File: src/rtl/vga_timing_pkg.sv
// Shared VGA horizontal timing definitions: FSM encodings, default width and
// sync polarity constants used by both the hsync generator and decoder.
package vga_timing_pkg;

   localparam int unsigned XRES_DEFAULT     = 10;
   localparam logic        SYNC_ACTIVE_LOW  = 1'b0;
   localparam logic        SYNC_ACTIVE_HIGH = 1'b1;

   localparam int unsigned RG_SYNC     = 0;
   localparam int unsigned RG_BACK     = 1;
   localparam int unsigned RG_ACTIVE   = 2;
   localparam int unsigned RG_FRONT    = 3;
   localparam int unsigned NUM_REGIONS = 4;

   typedef enum logic [2:0] {
      ST_IDLE   = 3'd0,
      ST_SYNC   = 3'd1,
      ST_BACK   = 3'd2,
      ST_ACTIVE = 3'd3,
      ST_FRONT  = 3'd4
   } hsync_state_e;

   function automatic logic hsync_asserted(input logic hs, input logic level);
      return (level == SYNC_ACTIVE_HIGH) ? hs : ~hs;
   endfunction

   // Counter slot belonging to a line region; IDLE has none and maps to slot 0.
   function automatic logic [1:0] region_of(input hsync_state_e st);
      case (st)
         ST_BACK:   return 2'(RG_BACK);
         ST_ACTIVE: return 2'(RG_ACTIVE);
         ST_FRONT:  return 2'(RG_FRONT);
         default:   return 2'(RG_SYNC);
      endcase
   endfunction

endpackage

File: src/rtl/pixel_clock_oneshot.sv
// Brings the slow asynchronous PixelClock into the clock domain and emits a
// single-cycle pulse for each of its rising edges.
module pixel_clock_oneshot (
   input  logic clock,
   input  logic reset,
   input  logic PixelClock,
   output logic PixelClockOneShot
);

   logic sync1_q, sync2_q, prev_q;

   always_ff @(posedge clock or negedge reset) begin
      if (!reset) begin
         sync1_q <= 1'b0;
         sync2_q <= 1'b0;
         prev_q  <= 1'b0;
      end else begin
         sync1_q <= PixelClock;
         sync2_q <= sync1_q;
         prev_q  <= sync2_q;
      end
   end

   assign PixelClockOneShot = sync2_q & ~prev_q;

endmodule

File: src/rtl/hsync_timing_decoder.sv
// Measures sync/back/active/front widths of an incoming hsync+DataEnable line,
// tracks lock and flags malformed lines. Define HSYNC_DEC_XPOS_EN for xposition.
module hsync_timing_decoder
   import vga_timing_pkg::*;
#(
   parameter int unsigned xresolution     = XRES_DEFAULT,
   parameter logic        SyncActiveLevel = SYNC_ACTIVE_LOW,
   parameter int unsigned LockLines       = 2
) (
   input  logic                   clock,
   input  logic                   reset,
   input  logic                   PixelClock,
   input  logic                   hsync,
   input  logic                   DataEnable,
   output logic [xresolution-1:0] MeasSynchPulse,
   output logic [xresolution-1:0] MeasBackPorch,
   output logic [xresolution-1:0] MeasActiveVideo,
   output logic [xresolution-1:0] MeasFrontPorch,
   output logic                   LineStart,
   output logic                   Locked,
   output logic                   TimingError,
   output logic [xresolution-1:0] xposition
);

   localparam int unsigned            SW         = $clog2(LockLines + 1);
   localparam logic [SW-1:0]          LOCK_CNT   = SW'(LockLines);
   localparam logic [SW-1:0]          STABLE_ONE = SW'(1);
   localparam logic [xresolution-1:0] CNT_ONE    = xresolution'(1);
   // Saturation point: a count may never be allowed to become all-ones.
   localparam logic [xresolution-1:0] CNT_LAST   = ~xresolution'(1);

   typedef logic [NUM_REGIONS-1:0][xresolution-1:0] counts_t;

   logic         pix_tick, hs_act;
   hsync_state_e state_q, state_d;
   counts_t      cnt_q, cnt_d, meas_q, meas_d;
   logic [SW-1:0] stable_q, stable_d, stable_inc;
   logic         line_start_q, line_start_d, err_q, err_d;
   logic         malformed, overflow, stay;
   logic [1:0]   cur_rg;

   pixel_clock_oneshot u_oneshot (
      .clock             (clock),
      .reset             (reset),
      .PixelClock        (PixelClock),
      .PixelClockOneShot (pix_tick)
   );

   assign hs_act     = hsync_asserted(hsync, SyncActiveLevel);
   assign cur_rg     = region_of(state_q);
   assign stable_inc = (stable_q >= LOCK_CNT) ? stable_q : stable_q + STABLE_ONE;

   always_comb begin
      state_d      = state_q;
      cnt_d        = cnt_q;
      meas_d       = meas_q;
      stable_d     = stable_q;
      line_start_d = 1'b0;
      err_d        = 1'b0;
      malformed    = 1'b0;
      overflow     = 1'b0;
      stay         = 1'b0;
      if (pix_tick) begin
         case (state_q)
            ST_IDLE: begin
               if (hs_act) begin
                  state_d         = ST_SYNC;
                  cnt_d[RG_SYNC]  = CNT_ONE;
               end
            end
            ST_SYNC: begin
               if (DataEnable) malformed = 1'b1;
               else if (!hs_act) begin
                  state_d         = ST_BACK;
                  cnt_d[RG_BACK]  = CNT_ONE;
               end else stay = 1'b1;
            end
            ST_BACK: begin
               if (hs_act) malformed = 1'b1;
               else if (DataEnable) begin
                  state_d          = ST_ACTIVE;
                  cnt_d[RG_ACTIVE] = CNT_ONE;
               end else stay = 1'b1;
            end
            ST_ACTIVE: begin
               if (hs_act) malformed = 1'b1;
               else if (!DataEnable) begin
                  state_d          = ST_FRONT;
                  cnt_d[RG_FRONT]  = CNT_ONE;
               end else stay = 1'b1;
            end
            ST_FRONT: begin
               if (hs_act) begin
                  state_d        = ST_SYNC;
                  cnt_d[RG_SYNC] = CNT_ONE;
                  meas_d         = cnt_q;
                  line_start_d   = 1'b1;
                  stable_d       = (cnt_q == meas_q) ? stable_inc : STABLE_ONE;
               end else stay = 1'b1;
            end
            default: state_d = ST_IDLE;
         endcase

         if (stay) begin
            if (cnt_q[cur_rg] == CNT_LAST) overflow = 1'b1;
            else cnt_d[cur_rg] = cnt_q[cur_rg] + CNT_ONE;
         end

         // A malformed line restarts measurement from a fresh sync when possible.
         if (malformed) begin
            err_d          = 1'b1;
            stable_d       = '0;
            state_d        = hs_act ? ST_SYNC : ST_IDLE;
            cnt_d[RG_SYNC] = CNT_ONE;
         end else if (overflow) begin
            err_d    = 1'b1;
            stable_d = '0;
            state_d  = ST_IDLE;
         end
      end
   end

   always_ff @(posedge clock or negedge reset) begin
      if (!reset) begin
         state_q      <= ST_IDLE;
         cnt_q        <= '0;
         meas_q       <= '0;
         stable_q     <= '0;
         line_start_q <= 1'b0;
         err_q        <= 1'b0;
      end else begin
         state_q      <= state_d;
         cnt_q        <= cnt_d;
         meas_q       <= meas_d;
         stable_q     <= stable_d;
         line_start_q <= line_start_d;
         err_q        <= err_d;
      end
   end

   assign MeasSynchPulse  = meas_q[RG_SYNC];
   assign MeasBackPorch   = meas_q[RG_BACK];
   assign MeasActiveVideo = meas_q[RG_ACTIVE];
   assign MeasFrontPorch  = meas_q[RG_FRONT];
   assign LineStart       = line_start_q;
   assign TimingError     = err_q;
   assign Locked          = (stable_q >= LOCK_CNT);

`ifdef HSYNC_DEC_XPOS_EN
   logic [xresolution-1:0] xpos_q, xpos_d;

   always_comb begin
      xpos_d = xpos_q;
      if (pix_tick && state_d == ST_ACTIVE)
         xpos_d = (state_q == ST_ACTIVE) ? xpos_q + CNT_ONE : '0;
   end

   always_ff @(posedge clock or negedge reset) begin
      if (!reset) xpos_q <= '0;
      else        xpos_q <= xpos_d;
   end

   assign xposition = xpos_q;
`else
   assign xposition = '0;
`endif

endmodule

File: config.mk
export PLATFORM = sky130hd
export DESIGN_NAME = hsync_timing_decoder
export DESIGN_NICKNAME = d
export VERILOG_FILES = /design/src/rtl/vga_timing_pkg.sv /design/src/rtl/pixel_clock_oneshot.sv /design/src/rtl/hsync_timing_decoder.sv
export SDC_FILE = /design/constraint.sdc
export NUM_CORES = 1
export LEC_CHECK = 0
export BUFFER_PORTS_ARGS = -buffer_cell sky130_fd_sc_hd__buf_4
export CAP_MARGIN = 10
export CORE_UTILIZATION = 25
export DETAILED_ROUTE_END_ITERATION = 8
export PLACE_DENSITY = 0.49
export SLEW_MARGIN = 10
export SYNTH_ARGS = -nofsm -noshare
export SYNTH_HDL_FRONTEND = slang
export SYNTH_SLANG_ARGS = --single-unit
File: constraint.sdc
create_clock -name clock -period 2.8 [get_ports clock]
set_input_delay 0.28 -clock clock [delete_from_list [all_inputs] [get_ports clock]]
set_output_delay 0.28 -clock clock [all_outputs]
set_load 0.005 [all_outputs]
* Word-level counts from Yosys, hierarchy flattened
Index checks and enable logic that the tools add are counted.
** Word-level totals
- Memories :: 0
- Memory bits (writable) :: 0
- Word-level logic and storage cells :: 106
- Latch bits :: 0
- Flip-flop bits (word level) :: 90
- Output and inout bits :: 53
- Input bits :: 5
- Bits in read-only memories :: 0
** Operators by class
- Div/mod/pow operators :: 0
- Reductions and logical operators :: 8
- Bitwise gates (word level) :: 3
- $mul :: 0
- Eq/ne operators :: 15
- Shift-type cells :: 0
- Magnitude comparators :: 3
- Mux-type cells :: 60
- Add/subtract/negate cells :: 2
** Operator list (number)
- 10-bit two-way mux :: 18
- 40-bit two-way mux :: 2
- 40-bit bitwise mux :: 1
- 40-bit == test :: 1
- 3-bit two-way mux :: 9
- 4-bit inequality test (second input constant) :: 6
- 10-bit binary-select mux with 2-bit select :: 1
- 10-bit demux with 2-bit select :: 1
- 1-bit two-way mux :: 18
- 2-bit two-way mux :: 6
- 3-bit case mux with 4 select lines :: 1
- 10-bit by 1-bit adder with 10-bit output (second input constant) :: 1
- 10-bit == test (second input constant) :: 1
- 4-bit by 2-bit inequality test with 1-bit output (second input constant) :: 2
- 8-bit AND reduction :: 1
- 3-bit by 2-bit == test with 1-bit output (second input constant) :: 2
- 2-bit case mux with 3 select lines :: 1
- 1-bit case mux with 4 select lines :: 1
- 4-bit AND reduction :: 1
- 2-bit OR reduction :: 2
- 3-bit by 1-bit == test with 1-bit output (second input constant) :: 1
- 3-bit == test (second input constant) :: 1
- 3-bit logical NOT :: 1
- 2-bit by 3-bit < comparator with 1-bit output (second input constant) :: 1
- other kinds (10) :: 11

* Longest topological paths before layout
Gate-level depths: netlist of the first run.
- Depth after elaboration :: 11
- Gate-level depth with buffers :: 12
- Gate-level depth less buffers :: 10

* Cells and area by module
From an unflattened synthesis of the first run, not the netlist that was laid out.
** Unflattened totals
- Cell total of the unflattened synthesis :: 538
- Area total of the unflattened synthesis :: 4894.7 sq um
** Modules (own cells, without submodules)
- hsync_timing_decoder :: area an instance 4805.9 sq um, cells an instance 534, sequential area each 2177.1 sq um, instances 1
- pixel_clock_oneshot :: area an instance 88.8 sq um, cells an instance 4, sequential area each 75.1 sq um, instances 1

* Worst setup path after synthesis of the first run
OpenSTA, ideal clock, no wires.
- Path type :: register to register
- From :: register state_q[0]
- To :: register cnt_q[39] (netlist bit)
- Cell stages (with the launch flop) :: 13
- Required time :: 2.708 ns
- Arrival :: 2.379 ns
- Clock period less this slack :: 2.471 ns
- Slack :: 0.329 ns
- Path buffers :: 3
- Library setup time :: 0.092 ns
- Path through :: dfrtp_1 -> buf_6 -> or3b_4 -> nand2_1 -> buf_4 -> o21a_1 -> ha_1 -> o2111ai_2 -> nor3b_4 -> a311o_1 -> buf_2 -> nand3_1 -> o31ai_2
** Between the ends
- Longest elaborated chain between the ends :: 9
- Elaborated cells on any way between the ends :: 21
- Those cells by class :: add/sub (1); order compare (2); eq/ne (5); mux (12); reduce/logical (1)
** Ends and longest elaborated chain
- start, declared :: RTL line hsync_timing_decoder.sv:35 : hsync_state_e state_q, state_d;
- start signal, assigned :: RTL line hsync_timing_decoder.sv:132 : state_q <= state_d;
- parallel branches: the longest is 8 deep, another holds 10-bit by 1-bit adder with 10-bit output
- 40-bit two-way mux (*) :: RTL line hsync_timing_decoder.sv:104 : if (stay) begin
- end signal, assigned :: RTL line hsync_timing_decoder.sv:133 : cnt_q <= cnt_d;
- end, declared :: RTL line hsync_timing_decoder.sv:36 : counts_t cnt_q, cnt_d, meas_q, meas_d;
Every way passes the cells marked *. The select of a mux whose other input is x is not followed.
A chain may end at the register's enable or synchronous reset.

* Worst setup path in the final report of the first run
- From :: register state_q[1]
- To :: register cnt_q[14] (netlist bit)
Same word-level chain as after synthesis.

==> out/metrics.cfg, run 1 <==
[final_layout]
antenna_cells=0
layout-drive-gt1-share_pct=18.4
area_delta_synth_final_pct=22.2
stdcell_area_sq_um=5970
finalNonFillerCells=859
nets=603

[die]
coreArea_sq_um=19000
die_h_um=142
start_util_pct=25.8
io_pins=58
dieArea_sq_um=20100
rows=50
chipWidth_um=142

[global_route]
antenna_found_initial=0
grt_pass1_wl_um=23300
grt_pass1_vias=3963
grt_overflow_total=0
grt_max_degree=91
grt_util_all_layers_pct=15.6

[placed_design]
place_ws_ps=187
finalWeightedCongestion=0.893
dp.cells=842
post_dp_cell_area_sq_um=5650
hpwl_um=11100
portBuffers=47

[yosys]
synth_adder_area_share_pct=0.768
synth-xor-area-share_pct=8.43
synth_top_cell_by_area=dfrtp_1
synth.area.mux_share_pct=5.56
ys_warn_count=0
synth-simple-area-share_pct=21.5
synth-seq-cells=90
ys_types=54
seq_area_frac_synth_pct=46.1
avgSynthCellArea_sq_um=9.23
netlist_top_cells_area=dfrtp_1, nand2_1, xor2_1
synth_edf_count=0
synth_top_area_share_pct=46.1
synth_top_family_by_area=simple AND/OR/NAND/NOR gates
async_flop_share_pct=100
synth-compound-area-share_pct=12.1
yosys_most_used_dff=dfrtp_1
syn_inst=529
syn_area_sq_um=4880

[clocking]
cts_tree=built
clock_path_buffers=2
numCtsBuffers=9
clk_latency_ps=350
cts-root-buf=clkbuf_16
clock_sinks=90
cts.clk_slew.worst_paths_ps=60
h-tree-depth=3

[pwr]
p_seq_share_pct=38.5
total_power_mw=4.78
switchingPower_mw=1.81
p_leak_nw=3.05
ir_drop_v=0.000378
power.density_nw_per_um2=800
swShare_pct=37.9
intPower_mw=2.97
p_comb_share_pct=36.2
power_frac_clock_pct=25.2

[flow_run]
max_cap_viol_count=0

[detailed_routing]
ant_nets=0
drc=0
first_pass_iters=5
wl_per_cell_um=17.2
finalWirelength_um=14800
routed_via_density=4.60
route.vias.total=3948
drt_iter0_drc=272

[critical_path]
path_cells=or3b_4, nand2_1, o21a_1, ha_1, o2111ai_2, nor3b_4, a21boi_4, nand3_1, buf_6, mux2i_1
required_ps=3060
worst-endpoint-arrival_ps=2870
r2r_start=state_q[1]
cp_slowest_cell=or3b_4
cp-end-kind=flop
critical_path_class=flop to flop
crit_path_start_kind=flop
crit_path_start=state_q[1]
critPathMaxStageDelay_ps=490
rrSetupSlack_ps=200
critical_path.top_delay_family=simple AND/OR/NAND/NOR gates
cp_num_buf_inv=1
path_max_fanout=11

[timing]
final.setup.worst_slack_ps=197
fin_crit_ps=2600
relSlewSlack_pct=55.6
tightest_slew_ps=664
max_freq_mhz=384
setup_tns_ps=0
rsz0062_at_grt=no
slew_viol_final=0
hold_viol=0
setup-violations-final=0
fin_skew_ps=5.96
timing.final.crit_share_pct=93.0

[outcome]
status=complete, no violations

[hold_path]
hold_start=PixelClock
hold_path.class=primary input to flop

==> synthesized netlist by cell type, types with 7 or more instances <==
cell type and count:
nand2_1 151, nor2_1 9, nor4_1 9, xor2_1 36, o2bb2ai_1 9, dfrtp_1 90
nor3_1 7, nand4_1 8, mux2i_1 26, nand3_1 19, inv_1 14, buf_4 12
o21ai_0 23, clkbuf_1 13, xnor2_1 11
==> worst paths after layout <==
check,to,cells after the start
worst max-delay path,cnt_q[14],10
min in group asynchronous,u_oneshot.sync1_q,3
worst min register to register,u_oneshot.sync2_q,0
max in group asynchronous,MeasActiveVideo[7],3
worst min-delay path,u_oneshot.sync1_q,1
worst max register to register,cnt_q[14],10
==> kinds of logic (layout without fill, tap and decap cells) <==
kind of cell	count (synthesis)	after routing
AOI/OAI and AO/OA	80	80
xor gates and xnor gates	47	47
adders and majority gates	3	3
buffers and inverters	50	111
DFF	90	90
muxes	27	27
other	1	10
and+or+nand+nor	231	231
==> cells in the final DEF, fill, tap and decap left out, types with 3 or more instances in the layout <==
cell	instances
mux2i_1	26
o31ai_1	3
ha_1	3
inv_1	14
a21oi_1	6
nor4_1	9
o2bb2ai_1	9
nor2_1	9
o21a_1	6
a31oi_1	4
buf_4	78
nor3_1	7
and2_1	4
clkbuf_16	9
xnor2_1	11
nand4_1	8
nand3_1	17
xor2_1	36
a22oi_1	3
nor2b_1	6
o21ai_0	23
nand2b_1	3
nand2_1	151
dfrtp_1	90
a211oi_1	4
conb_1	10
and3_1	3
o211ai_1	4
a2bb2oi_1	6
==> stage by stage <==
stage | hold slack (ps) | utilization, %
final | 38.1 | 31.5
after global routing | 32.2 | 31.5
after CTS | 34.1 | 31.3
after detailed placement | 335 | 29.8
after global placement | 336 | 29.8
after floorplan | -15.6 | -
==> layer usage <==
layer / vias up / global-route usage, % / wire (um)
met5: - / 0 / 0
met4: 0 / 4.53 / 219
met3: 15 / 3.91 / 775
met2: 109 / 24.1 / 6660
met1: 1907 / 21.4 / 7110
li1: 1917 / - / -
==> what timing repair did <==
item,4_1_cts,5_1_grt
gates resized for setup,0,2
hold endpoints to repair,5,0
hold buffers,1,0
setup buffers,0,1
setup endpoints to repair,0,5
==> power groups by stage <==
stage	Combinational (mW)	Clock, mW	Sequential (mW)
2_1_floorplan	1.09	0	1.76
3_3_place_gp	1.72	0	1.87
3_5_place_dp	1.72	0	1.87
4_1_cts	1.73	1.23	1.84
5_1_grt	1.89	1.30	1.88
6_report	1.73	1.21	1.84
==> registers in the layout (all words and copies together) (netlist names) <==
name,count
state_q,3
cnt_q,40
u_oneshot.sync2_q,1
MeasSynchPulse,10
MeasActiveVideo,10
stable_q,2
LineStart,1
MeasBackPorch,10
u_oneshot.sync1_q,1
MeasFrontPorch,10
TimingError,1
u_oneshot.prev_q,1
==> area by class of cell <==
cell class	instances	area, sq um
multi-input cells	398	2410
repair buffers	82	647
clock inverters	3	40.0
fillers	2011	13000
clock buffers	12	246
well taps	260	325
flip-flops and latches	90	2250
inverters	14	52.6
Note: power is estimated with default switching activity, not from simulation.
==> run 2, diff against run 1 <==
--- a/config.mk
+++ b/config.mk
@@ -7,9 +7,10 @@
 export LEC_CHECK = 0
 export BUFFER_PORTS_ARGS = -buffer_cell sky130_fd_sc_hd__buf_4
 export CAP_MARGIN = 10
-export CORE_UTILIZATION = 25
+export CORE_MARGIN = 4
+export CORE_UTILIZATION = 55
 export DETAILED_ROUTE_END_ITERATION = 8
-export PLACE_DENSITY = 0.49
+export PLACE_DENSITY = 0.84
 export SLEW_MARGIN = 10
 export SYNTH_ARGS = -nofsm -noshare
 export SYNTH_HDL_FRONTEND = slang
==> out/metrics.cfg, run 2 (synthesis gave the netlist of run 1 again) <==
[die]
chipWidth_um=102  ; -28%
io_pins=58  ; unchanged
dieArea_sq_um=10500  ; -48%
die_h_um=102  ; -28%
rows=34  ; -32%
start_util_pct=56.3  ; +31 points
coreArea_sq_um=8680  ; -54%

[placed_design]
hpwl_um=9590  ; -14%
finalWeightedCongestion=0.936  ; +4.9%
portBuffers=47  ; unchanged
place_ws_ps=186  ; -0.926 ps

[timing]
whs_ps=19.1  ; -19.0 ps
rsz0062_at_grt=yes
fin_crit_ps=2650  ; +47.3 ps
final.setup.worst_slack_ps=150  ; -47.3 ps
slew_viol_final=0  ; unchanged
timing.final.crit_share_pct=94.7  ; +1.7 points
tightest_slew_ps=853  ; +189 ps
max_freq_mhz=377  ; -1.8%
hold_viol=0  ; unchanged
fin_skew_ps=14.7  ; +8.78 ps
setup-violations-final=0  ; unchanged
relSlewSlack_pct=43.0  ; -13 points

[critical_path]
cp-end-kind=flop
path_cells=or3b_4, a2bb2oi_1, o21a_1, ha_1, o2111ai_2, nor3b_4, nand2_2, a22oi_2, o2bb2ai_1
cp_slowest_cell=dfrtp_1
critical_path.top_delay_family=compound AO/OA/AOI/OAI gates
r2r_end=cnt_q[8]
worst-endpoint-arrival_ps=2930  ; +60 ps
rrSetupSlack_ps=150  ; -50 ps
path_max_fanout=11  ; unchanged
r2r_start=state_q[2]
reg2reg_depth=9  ; -1
crit_path_start_kind=flop
cp_num_buf_inv=0  ; -1
required_ps=3080  ; +20 ps
critPathMaxStageDelay_ps=450  ; -40 ps
critical_path_class=flop to flop
crit_path_start=state_q[2]

[final_layout]
area_delta_synth_final_pct=15.0
mostFrequentLayoutCell=nand2_1
fin_util_pct=64.7  ; +33 points
layout-drive-gt1-share_pct=17.4  ; -0.97 points
antenna_cells=0  ; unchanged
regMostFlops=cnt_q
largest_reg_flops=40  ; unchanged
nets=596  ; -1.2%
final_cell_mix=nand2_1, dfrtp_1, buf_4

[hold_path]
hold_end=u_oneshot.sync1_q
hold_start=PixelClock
whs_path_depth=1  ; unchanged
hold_path.class=primary input to flop

[pwr]
total_power_mw=4.34  ; -9.2%
power.density_nw_per_um2=773  ; -3.4%
ir_drop_v=0.000407  ; +7.6%
p_leak_nw=2.96  ; -3.2%

[detailed_routing]
routed_via_density=5.78  ; +26%
drt_iter0_drc=320  ; +18%
drc=0  ; unchanged
wl_per_cell_um=18.5  ; +7.8%
first_pass_iters=5  ; unchanged
route.vias.total=4047  ; +2.5%
finalWirelength_um=13000  ; -12%
ant_nets=0  ; unchanged

[outcome]
status=complete, no violations

[clocking]
cts.clk_slew.worst_paths_ps=90  ; +30 ps
clk_latency_ps=370  ; +20 ps
clock_sinks=90  ; unchanged
numCtsBuffers=9  ; unchanged
cts_tree=built
post_cts_resize_count=0  ; unchanged
cts-root-buf=clkbuf_8
h-tree-depth=3  ; unchanged
post_cts_buffers=0  ; unchanged
clock_path_buffers=2  ; unchanged

[global_route]
grt_pass1_vias=3821  ; -3.6%
grt_util_all_layers_pct=25.8  ; +10 points
grt_overflow_total=0  ; unchanged
grt_pass1_wl_um=20500  ; -12%
grt_max_degree=46  ; -49%
antenna_found_initial=0  ; unchanged

[flow_run]
max_cap_viol_count=0  ; unchanged

run 2: through the flow:
| stage | setup TNS, ps | std cells | area [sq um] |
|---|---|---|---|
| floorplan | 0 | 538 | 4920 |
| global placement | 0 | 683 | 5420 |
| detailed placement | 0 | 683 | 5420 |
| CTS | 0 | 699 | 5610 |
| global route | -46.5 | 700 | 5620 |
| finish | 0 | 700 | 5620 |
run 2: report_power, final:
group	total [mW]	internal, mW	switching, mW
logic	1.67	0.712	0.962
clock network	0.825	0.327	0.498
registers	1.84	1.52	0.319
total	4.34	2.56	1.78
run 2: metal layers:
metal	share of wire (%)	wire length [um]	up-vias	GRT usage [%]
li1	-	-	1909	-
met1	45	5790	1967	36.0
met2	47	6150	154	41.1
met3	6.2	811	17	4.10
met4	1.8	230	0	8.68
met5	0	0	-	0
run 2: worst register-to-register path, cell delays in order, from the launching register on:
cell       delay, ps
dfrtp_1          450
or3b_4           350
a2bb2oi_1        240
o21a_1           180
ha_1             160
o2111ai_2        120
nor3b_4          370
nand2_2          200
a22oi_2          340
o2bb2ai_1        160
run 2: area by class of cell:
class	instances	area [sq um]
fill	744	3060
multi-input combinational	399	2410
sequential	90	2250
timing repair buffer	74	596
tap	108	135
clock buffer	9	124
inverter	14	52.6
clock inverter	6	48.8
run 2: timing repair:
item,CTS,global route
hold buffers,1,0
endpoints found under the setup margin,0,3
endpoints found under the hold margin,41,0
run 2: worst max path at each step:
stage,endpoint,slack (ps),depth (start not counted)
floorplan,cnt_q[39],330,12
global placement,cnt_q[39],240,8
detailed placement,cnt_q[0],190,8
CTS,cnt_q[0],190,8
global route,cnt_q[24],-20,9
finish,cnt_q[8],150,9
==> run 3, diff against run 2 <==
--- a/config.mk
+++ b/config.mk
@@ -7,7 +7,7 @@
 export LEC_CHECK = 0
 export BUFFER_PORTS_ARGS = -buffer_cell sky130_fd_sc_hd__buf_4
 export CAP_MARGIN = 10
-export CORE_MARGIN = 4
+export CORE_MARGIN = 2
 export CORE_UTILIZATION = 55
 export DETAILED_ROUTE_END_ITERATION = 8
 export PLACE_DENSITY = 0.84
==> out/metrics.cfg, run 3 (synthesis gave the netlist of run 1 again) <==
[clocking]
numCtsBuffers=9  ; unchanged
cts-root-buf=clkbuf_8
clock_path_buffers=2  ; unchanged
clock_sinks=90  ; unchanged
post_cts_resize_count=0  ; unchanged
clk_latency_ps=370  ; about the same
h-tree-depth=3  ; unchanged
postCtsHoldBufs=0  ; -1
cts_tree=built
post_cts_buffers=0  ; unchanged
cts.clk_slew.worst_paths_ps=90  ; about the same

[timing]
setup_tns_ps=0  ; unchanged
relSlewSlack_pct=45.8  ; +2.8 points
hold_viol=26  ; +26
fin_crit_ps=2670  ; +20.8 ps
max_freq_mhz=374  ; -0.78%
slew_viol_final=0  ; unchanged
tightest_slew_ps=813  ; -40.0 ps
whs_ps=-44.3  ; -63.4 ps
fin_skew_ps=15.6  ; +0.823 ps
timing.final.crit_share_pct=95.4  ; +0.74 points
setup-violations-final=0  ; unchanged

[final_layout]
antenna_cells=0  ; unchanged
mostFrequentLayoutCell=nand2_1
fin_util_pct=64.6  ; -0.10 points
stdcell_area_sq_um=5610  ; -0.16%
area_delta_synth_final_pct=14.8
largest_reg_flops=40  ; unchanged
regMostFlops=cnt_q
final_cell_mix=nand2_1, dfrtp_1, buf_4
finalNonFillerCells=696  ; -0.57%
n_fill_cell=730  ; -1.9%
nets=591  ; -0.84%
layout-drive-gt1-share_pct=17.7  ; +0.29 points

[global_route]
gr-usage-met1_pct=39.9  ; +4.0 points
busiest_layer=met2
grt_pass1_wl_um=21200  ; +3.4%
grt_pass1_vias=4018  ; +5.2%
grt_util_all_layers_pct=27.8  ; +2.1 points
grt_overflow_total=0  ; unchanged
use_met2_pct=41.8  ; +0.70 points
antenna_found_initial=0  ; unchanged
grt_use_met3_pct=5.73  ; +1.6 points
grt_max_degree=91  ; +98%

[die]
rows=34  ; unchanged
io_pins=58  ; unchanged
die_h_um=98.2  ; -3.9%
dieArea_sq_um=9650  ; -7.7%
start_util_pct=56.3  ; unchanged
coreArea_sq_um=8680  ; unchanged
chipWidth_um=98.2  ; -3.9%

[detailed_routing]
route.vias.total=4105  ; +1.4%
wl_per_cell_um=18.3  ; -1.2%
routed_via_density=5.90  ; +2.0%
ant_nets=0  ; unchanged
first_pass_iters=6  ; +1
drt_iter0_drc=220  ; -31%
drc=0  ; unchanged
finalWirelength_um=12800  ; -1.8%

[flow_run]
max_cap_viol_count=0  ; unchanged

[pwr]
p_leak_nw=2.96  ; about the same
power.density_nw_per_um2=781  ; +1.1%
ir_drop_v=0.000438  ; +7.5%

[critical_path]
crit_path_start_kind=flop
crit_path_start=state_q[0]
critical_path.top_delay_family=compound AO/OA/AOI/OAI gates
cp-endpoint=cnt_q[1]
rrSetupSlack_ps=130  ; -20 ps
path_max_fanout=10  ; -1
critPathMaxStageDelay_ps=460  ; about the same
crit_top_cell=buf_4
critical_path_depth=11  ; +2
r2r_end=cnt_q[1]
reg2reg_depth=11  ; +2
r2r_start=state_q[0]
cp_slowest_cell=dfrtp_2
path_cells=buf_4, mux2i_1, a2bb2oi_1, o21a_1, ha_1, o2111ai_2, nor3b_4, buf_4, nand2_2, a22oi_4, a22o_1
cp_num_buf_inv=2  ; +2
critical_path_class=flop to flop
required_ps=3090  ; about the same
cp-end-kind=flop
worst-endpoint-arrival_ps=2970  ; +40 ps

[placed_design]
post_dp_cell_area_sq_um=5390  ; -0.65%
hpwl_um=9310  ; -2.9%
finalWeightedCongestion=0.977  ; +4.3%
portBuffers=47  ; unchanged
dp.cells=680  ; -0.44%

[outcome]
violations=negative hold slack
status=complete, but fails checks

[hold_path]
hold_path.class=primary input to asynchronous set/reset pin

[run 3: power by group]
part	switching (mW)	total (mW)	internal (mW)
clock network	0.494	0.918	0.424
logic	0.950	1.62	0.672
registers	0.317	1.84	1.52
[run 3: area by class of cell]
| type | count | area [sq um] | area share [%] |
|---|---|---|---|
| timing repair buffer | 70 | 554 | 9.88 |
| sequential | 90 | 2250 | 40.2 |
| clock buffer | 10 | 128 | 2.28 |
| clock inverter | 6 | 73.8 | 1.32 |
| tap | 108 | 135 | 2.41 |
| inverter | 14 | 52.6 | 0.937 |
| multi-input combinational | 398 | 2410 | 43.0 |
[run 3: per-layer routing]
layer | vias to the layer above | part of all wire, % | wire [um]
li1 | 1895 | - | -
met1 | 1986 | 44 | 5620
met2 | 187 | 45 | 5690
met3 | 37 | 7.7 | 988
met4 | 0 | 3.6 | 455
met5 | - | 0 | 0
[run 3: worst min path at each step]
stage	cells after the start	to	from
after global routing	1	u_oneshot.sync1_q	PixelClock
after CTS	1	u_oneshot.sync1_q	PixelClock
final	1	LineStart	reset
after detailed placement	0	u_oneshot.sync2_q	u_oneshot.sync1_q
after global placement	0	u_oneshot.sync2_q	u_oneshot.sync1_q
after floorplan	0	LineStart	reset
[run 3: stage by stage]
step / worst slack [ps] / power [mW] / hold slack, ps
5_1_grt: -1.99 / 4.61 / 4.79
2_1_floorplan: 329 / 2.84 / -15.6
3_5_place_dp: 137 / 3.42 / 345
4_1_cts: 104 / 4.33 / 19.6
6_report: 129 / 4.38 / -44.3
3_3_place_gp: 169 / 3.40 / 332
[run 3: worst register-to-register path: cells and delay by family, from the launching register on]
family | cells | cell delay, ps
simple gates | 2 | 310
compound gates | 5 | 1120
mux | 1 | 140
flops | 1 | 460
buf+inv | 2 | 390
fa+ha+maj | 1 | 180
